--- src/rtl/mem_bus_pkg.sv ---
// mem_bus_pkg: shared exception codes, size encodings and bridge FSM states
package mem_bus_pkg;
    localparam logic [4:0] EXC_ADEL = 5'd4;
    localparam logic [4:0] EXC_ADES = 5'd5;
    localparam logic [4:0] EXC_DBE  = 5'd7;
    localparam logic [1:0] SIZE_BYTE = 2'd0;
    localparam logic [1:0] SIZE_HALF = 2'd1;
    localparam logic [1:0] SIZE_WORD = 2'd2;
    localparam logic [1:0] SIZE_BAD  = 2'd3;
    typedef enum logic [1:0] {IDLE, ACCESS, DONE} state_t;
endpackage

--- src/rtl/mem_bus_decode.sv ---
// mem_bus_decode: address window hit, one-hot select and exception priority chain
module mem_bus_decode
    import mem_bus_pkg::*;
#(
    parameter int                   N_DEV     = 6,
    parameter logic [32*N_DEV-1:0]  DEV_BASE  = '0,
    parameter logic [32*N_DEV-1:0]  DEV_LIMIT = '0,
    parameter logic [N_DEV-1:0]     WORD_ONLY = '0,
    parameter logic [N_DEV-1:0]     RO_EN     = '0,
    parameter logic [4*N_DEV-1:0]   RO_OFF    = '0
) (
    input  logic             valid,
    input  logic             we,
    input  logic [1:0]       size,
    input  logic [31:0]      addr,
    input  logic             ovf,
    input  logic [4:0]       exc_in,
    output logic [N_DEV-1:0] sel,
    output logic             legal,
    output logic [4:0]       exc
);
    logic hit, word_only, ro_hit, misaligned, bad;

    // scan from the top so the lowest matching window overwrites the rest
    always_comb begin
        sel       = '0;
        hit       = 1'b0;
        word_only = 1'b0;
        ro_hit    = 1'b0;
        for (int i = N_DEV - 1; i >= 0; i--) begin
            if (addr >= DEV_BASE[32*i+:32] && addr <= DEV_LIMIT[32*i+:32]) begin
                sel       = '0;
                sel[i]    = 1'b1;
                hit       = 1'b1;
                word_only = WORD_ONLY[i];
                ro_hit    = RO_EN[i] && addr[3:0] == RO_OFF[4*i+:4];
            end
        end
    end

    assign misaligned = size == SIZE_WORD ? |addr[1:0] : size == SIZE_HALF && addr[0];
    assign bad        = ovf || !hit || size == SIZE_BAD || misaligned || (word_only && size != SIZE_WORD);
    assign exc        = exc_in != '0 ? exc_in :
                        !valid       ? '0 :
                        bad          ? (we ? EXC_ADES : EXC_ADEL) :
                        we && ro_hit ? EXC_ADES : '0;
    assign legal      = valid && exc == '0;
endmodule

--- src/rtl/mem_bus_bridge.sv ---
// mem_bus_bridge: MEM-stage load/store bridge to memory-mapped devices with handshake and timeout
module mem_bus_bridge
    import mem_bus_pkg::*;
#(
    parameter int                   N_DEV     = 6,
    parameter logic [32*N_DEV-1:0]  DEV_BASE  = {32'h0000_7F38, 32'h0000_7F34, 32'h0000_7F2C,
                                                 32'h0000_7F10, 32'h0000_7F00, 32'h0000_0000},
    parameter logic [32*N_DEV-1:0]  DEV_LIMIT = {32'h0000_7F3F, 32'h0000_7F37, 32'h0000_7F33,
                                                 32'h0000_7F2B, 32'h0000_7F0B, 32'h0000_2FFF},
    parameter logic [N_DEV-1:0]     WORD_ONLY = 6'b111110,
    parameter logic [N_DEV-1:0]     RO_EN     = 6'b000010,
    parameter logic [4*N_DEV-1:0]   RO_OFF    = {4'h0, 4'h0, 4'h0, 4'h0, 4'h8, 4'h0},
    parameter int                   TIMEOUT   = 15
) (
    input  logic               clk,
    input  logic               reset,
    input  logic               flush,
    input  logic               req_valid,
    input  logic               req_we,
    input  logic [1:0]         req_size,
    input  logic [3:0]         req_be,
    input  logic [31:0]        req_addr,
    input  logic [31:0]        req_wdata,
    input  logic               ovf_in,
    input  logic [4:0]         exc_in,
    input  logic [32*N_DEV-1:0] dev_rdata,
    input  logic [N_DEV-1:0]   dev_ready,
    output logic [N_DEV-1:0]   dev_sel,
    output logic               dev_req,
    output logic               dev_we,
    output logic [3:0]         dev_be,
    output logic [31:0]        dev_addr,
    output logic [31:0]        dev_wdata,
    output logic               stall,
    output logic [31:0]        rdata,
    output logic [4:0]         exc_out
);
    localparam int CW = $clog2(TIMEOUT + 1);

    state_t            state, nxt;
    logic [N_DEV-1:0]  dec_sel, sel_q;
    logic              dec_legal, we_q, start, ready_hit, abort, timed_out;
    logic [4:0]        dec_exc, exc_q;
    logic [CW-1:0]     cnt;
    logic [31:0]       rdata_q, rdata_mux;

    mem_bus_decode #(
        .N_DEV(N_DEV), .DEV_BASE(DEV_BASE), .DEV_LIMIT(DEV_LIMIT),
        .WORD_ONLY(WORD_ONLY), .RO_EN(RO_EN), .RO_OFF(RO_OFF)
    ) u_decode (
        .valid(req_valid), .we(req_we), .size(req_size), .addr(req_addr),
        .ovf(ovf_in), .exc_in(exc_in), .sel(dec_sel), .legal(dec_legal), .exc(dec_exc)
    );

    // reset is folded in so the IDLE-cycle stall and exception drop while reset is held
    assign start     = reset && state == IDLE && dec_legal && !flush;
    assign ready_hit = |(dev_ready & sel_q);
    assign abort     = flush && !we_q;
    assign timed_out = cnt + CW'(1) == CW'(TIMEOUT);

    // pick the selected device's read word
    always_comb begin
        rdata_mux = '0;
        for (int i = 0; i < N_DEV; i++)
            rdata_mux = rdata_mux | (sel_q[i] ? dev_rdata[32*i+:32] : 32'h0);
    end

    // next state: a flushed load is dropped, a store always runs to completion
    always_comb begin
        nxt = state;
        case (state)
            IDLE:    nxt = start ? ACCESS : IDLE;
            ACCESS:  nxt = abort ? IDLE : (ready_hit || timed_out) ? DONE : ACCESS;
            default: nxt = IDLE;
        endcase
    end

    // state register
    always_ff @(posedge clk or negedge reset) begin
        if (!reset) state <= IDLE;
        else        state <= nxt;
    end

    // request capture, ACCESS cycle counter, read data and bus-error latch
    always_ff @(posedge clk or negedge reset) begin
        if (!reset) begin
            sel_q     <= '0;
            we_q      <= 1'b0;
            dev_be    <= '0;
            dev_addr  <= '0;
            dev_wdata <= '0;
            exc_q     <= '0;
            rdata_q   <= '0;
            cnt       <= '0;
        end else begin
            if (start) begin
                sel_q     <= dec_sel;
                we_q      <= req_we;
                dev_be    <= req_be;
                dev_addr  <= req_addr;
                dev_wdata <= req_wdata;
                exc_q     <= '0;
            end
            cnt <= (state == ACCESS && nxt == ACCESS) ? cnt + CW'(1) : '0;
            if (state == ACCESS && !abort) begin
                if (ready_hit)      rdata_q <= rdata_mux;
                else if (timed_out) exc_q   <= EXC_DBE;
            end
        end
    end

    assign dev_sel = sel_q;
    assign dev_req = state == ACCESS;
    assign dev_we  = dev_req && we_q;
    assign stall   = dev_req || start;
    assign rdata   = rdata_q;
    assign exc_out = state == DONE ? exc_q : (state == IDLE && reset) ? dec_exc : '0;
endmodule

--- config.mk ---
export PLATFORM = sky130hd
export DESIGN_NAME = mem_bus_bridge
export DESIGN_NICKNAME = d
export VERILOG_FILES = /design/src/rtl/mem_bus_pkg.sv /design/src/rtl/mem_bus_decode.sv /design/src/rtl/mem_bus_bridge.sv
export SDC_FILE = /design/constraint.sdc
export NUM_CORES = 1
export LEC_CHECK = 0
export CAP_MARGIN = 30
export CORE_AREA = 4 4 152 154
export DETAILED_ROUTE_END_ITERATION = 8
export DIE_AREA = 0 0 156 158
export HOLD_SLACK_MARGIN = 0.1
export PLACE_DENSITY = 0.66
export SLEW_MARGIN = 10
export SYNTH_ARGS = -nofsm -noshare
export SYNTH_HDL_FRONTEND = slang
export SYNTH_SLANG_ARGS = --single-unit
--- constraint.sdc ---
create_clock -name clk -period 2.27 [get_ports clk]
set_input_delay 0.227 -clock clk [delete_from_list [all_inputs] [get_ports clk]]
set_output_delay 0.227 -clock clk [all_outputs]
set_load 0.005 [all_outputs]
==> reports/metrics.yaml <==
status:
  run_status: "complete, but fails checks"
  violations: "negative setup slack"
timing:
  fin_ws_ns: -0.00349
  rsz0062_at_grt: "true"
  drv_slew: 0
  hold_viol_final: 0
  period_share_pct: 100
  slew_headroom_pct: 43.2
  finalCriticalPeriod_ns: 2.27
  timing.hold.ws_ns: 0.138
  fmax_mhz: 440
  clock_skew_ns: 0.00975
  worst_pin_slew_ns: 0.852
  setup_viol: 1
grt:
  grt_start_max_net_pins: 68
  grt_first_pass_wirelength_mm: 35.5
  grt.busiest_layer: "met2"
  use_met2_pct: 34.1
  use_met3_pct: 5.77
  antenna_found_initial: 0
  grt_overflow: 0
  grt_usage_pct: 18.8
  met1_usage_pct: 21.1
  first_global_vias: 6277
job:
  drv_cap: 0
floorplanning:
  core_area_um2: 21700
  chipWidth_um: 156
  fp.dieH_um: 158
  initial_core_util_pct: 26.5
  pin_count: 393
  dieArea_um2: 24600
  rows: 54
worst_setup_path:
  rrSetupSlack_ns: 0.15
  cp-endpoint: "exc_out[0]"
  path_cells: "buf_8 -> a211o_1 -> or4_4 -> or3_4 -> nor4bb_1 -> a311o_1 -> buf_2"
  slowest_stage: "or4_4"
  reg2reg_to: "dev_wdata[24]"
  critical_path_class: "input port to primary output"
  r2r_start: "state[1]"
  end_kind: "primary output"
  path_depth: 7
  cp.buffers_inverters: 2
  arrival_ns: 2.05
  crit_path_start: "req_addr[2]"
  cp.required_ns: 2.04
  r2r_cells: 8
  critPathLaunchType: "input port"
  cp_max_fo: 2
  cpPeakStageDelay_ns: 0.48
  path_delay_family: "simple AND/OR/NAND/NOR gates"
power:
  pwr-share-comb_pct: 12.3
  p_sw_share_pct: 22.4
  p_sw_mw: 1.23
  seq_power_share_pct: 38.5
  peakVddDrop_mv: 0.494
  finalPower_mw: 5.46
  p_leak_nw: 5.06
  p_int_mw: 4.24
  p_clk_share_pct: 49.2
  powerDensity_nw_per_um2: 494
routing:
  routed_wl_mm: 24.6
  drt_iter0_drc: 363
  firstDrtPassIters: 4
  drc: 0
  avgRoutedWirePerCell_um: 19.6
  drt.antenna.violating_nets: 0
  vias_per_cell: 4.79
  num_vias: 6021
yosys:
  synth.distinct_cells: 47
  ys_async_sr_fraction_pct: 100
  syn_nets: 809
  synth_area_per_cell_um2: 10.9
  syn_inst: 528
  synth_ff_type: "dfrtp_1"
  synth-seq-cells: 118
  synth_area_um2: 5740
  ys_warn_count: 0
  synth_edf_count: 0
  ys_seq_area_share_pct: 51.5
layout:
  nets: 1247
  fill_cells: 2002
  syn_to_final_growth_pct: 92.9
  layout-drive-gt1-share_pct: 12.8
  post-route-cell-area_um2: 11100
  diodes: 0
cts:
  cts.clk_slew.worst_paths_ns: 0.06
  cts_buffers: 17
  root_buffer: "clkbuf_16"
  clock_path_buffers: 2
  worstSkewPairLatency_ns: 0.42
  htreeDepth: 4
  clock_sinks: 118
  cts_tree: "built"
placed_design:
  dpl_cell_area_um2: 10300
  gp_congestion: 0.824
  port_buffers: 392
  pre_cts_slack_ns: -0.676
  dpl.hpwl_mm: 19.1
hold_path:
  min_path_type: "input port to flop"
[registers in the layout, indices dropped and copies added, names as in the netlist]
signal	count
cnt	4
rdata	32
we_q	1
state	2
exc_q	5
dev_be	4
dev_sel	6
dev_wdata	32
dev_addr	32
[metrics by stage]
stage	utilization, %	TNS [ns]	cells
after detailed placement	47.4	-39.09	1213
after global routing	51.0	-0.127	1258
after global placement	47.4	-38.41	1213
after CTS	50.4	-0.0245	1250
after floorplan	-	0	528
final	51.0	-0.00349	1258
[metal layers]
layer / routed length (um) / share of wire [%] / vias to the layer above
li1: - / - / 2857
met1: 9250 / 38 / 2900
met2: 12700 / 52 / 236
met3: 2210 / 9.0 / 28
met4: 434 / 1.8 / 0
met5: 0 / 0 / -
[power by group through the flow]
stage               logic [mW]  clock network [mW]  registers [mW]
global route             0.725                2.85            2.10
global placement         0.678                   0            2.14
floorplan               0.0847                   0            2.14
detailed placement       0.683                   0            2.14
finish                   0.673                2.69            2.10
CTS                      0.680                2.76            2.10
[synth_stat cells, types with 2 or more instances]
| master | number | share of area, % |
|---|---|---|
| mux2i_1 | 5 | 0.87 |
| a22oi_1 | 72 | 9.4 |
| buf_6 | 5 | 0.98 |
| and2_1 | 18 | 2.0 |
| clkbuf_1 | 32 | 2.1 |
| dfrtp_1 | 118 | 51 |
| nand3_1 | 4 | 0.35 |
| a21oi_1 | 7 | 0.61 |
| nand4_1 | 4 | 0.44 |
| buf_2 | 2 | 0.17 |
| mux2_2 | 2 | 0.39 |
| a211o_1 | 3 | 0.46 |
| and3b_1 | 2 | 0.31 |
| mux2_1 | 50 | 9.8 |
| o21ai_0 | 35 | 3.1 |
| nand2b_1 | 6 | 0.65 |
| a21o_1 | 3 | 0.39 |
| nand2_1 | 69 | 4.5 |
| nor4_1 | 5 | 0.55 |
| nor2_1 | 11 | 0.72 |
| ha_1 | 2 | 0.44 |
| inv_1 | 9 | 0.59 |
| nor4bb_1 | 3 | 0.52 |
| a221oi_1 | 32 | 4.9 |
| nor2b_1 | 5 | 0.55 |
| or4_1 | 3 | 0.39 |
[worst min-delay path by stage]
stage          slack [ns]      endpoint         from  cells after the start
6_report             0.14   dev_addr[6]  req_addr[6]                      2
5_1_grt              0.14   dev_addr[6]  req_addr[6]                      2
4_1_cts              0.12   dev_addr[2]  req_addr[2]                      3
3_5_place_dp         0.44  dev_addr[23]        reset                      2
3_3_place_gp         0.44  dev_addr[23]        reset                      2
2_1_floorplan       -0.07        cnt[0]        reset                      0
[cells by family (layout without fill, tap and decap cells)]
logic type               Yosys count  count (layout)  share of synthesized area (%)
AND/OR/NAND/NOR                  141             141                           12.7
XOR/XNOR                           1               1                          0.153
adder cells (fa/ha/maj)            2               2                          0.436
buffers and inverters             48             498                           3.84
AO/OA/AOI/OAI                    160             160                           20.1
multiplexers                      58              58                           11.3
flip-flops                       118             118                           51.5
[layout by cell type (no fill, tap or decap), types with 18 or more instances in the layout]
cell type        count
nand2_1             69
clkbuf_16           20
mux2_1              50
a22oi_1             72
dlygate4sd2_1       21
buf_4               56
o21ai_0             35
and2_1              18
a221oi_1            32
dfrtp_1            118
clkdlybuf4s50_1    353
[repair_timing]
item,in CTS,in global routing
setup buffers,5,5
resized for setup,74,12
hold buffers,1,0
cloned,0,3
hold endpoints to repair,51,0
pin swaps,21,10
endpoints found under the setup margin,52,52
[layout make-up]
type / count / area [um^2] / share of cell area (%)
clock buffer: 18 / 439 / 3.97
timing repair buffer: 458 / 4500 / 40.6
tap: 280 / 350 / 3.17
sequential: 118 / 2950 / 26.7
inverter: 9 / 33.8 / 0.305
clock inverter: 13 / 148 / 1.33
multi-input combinational: 362 / 2650 / 23.9
(Power assumes the default switching activity.)
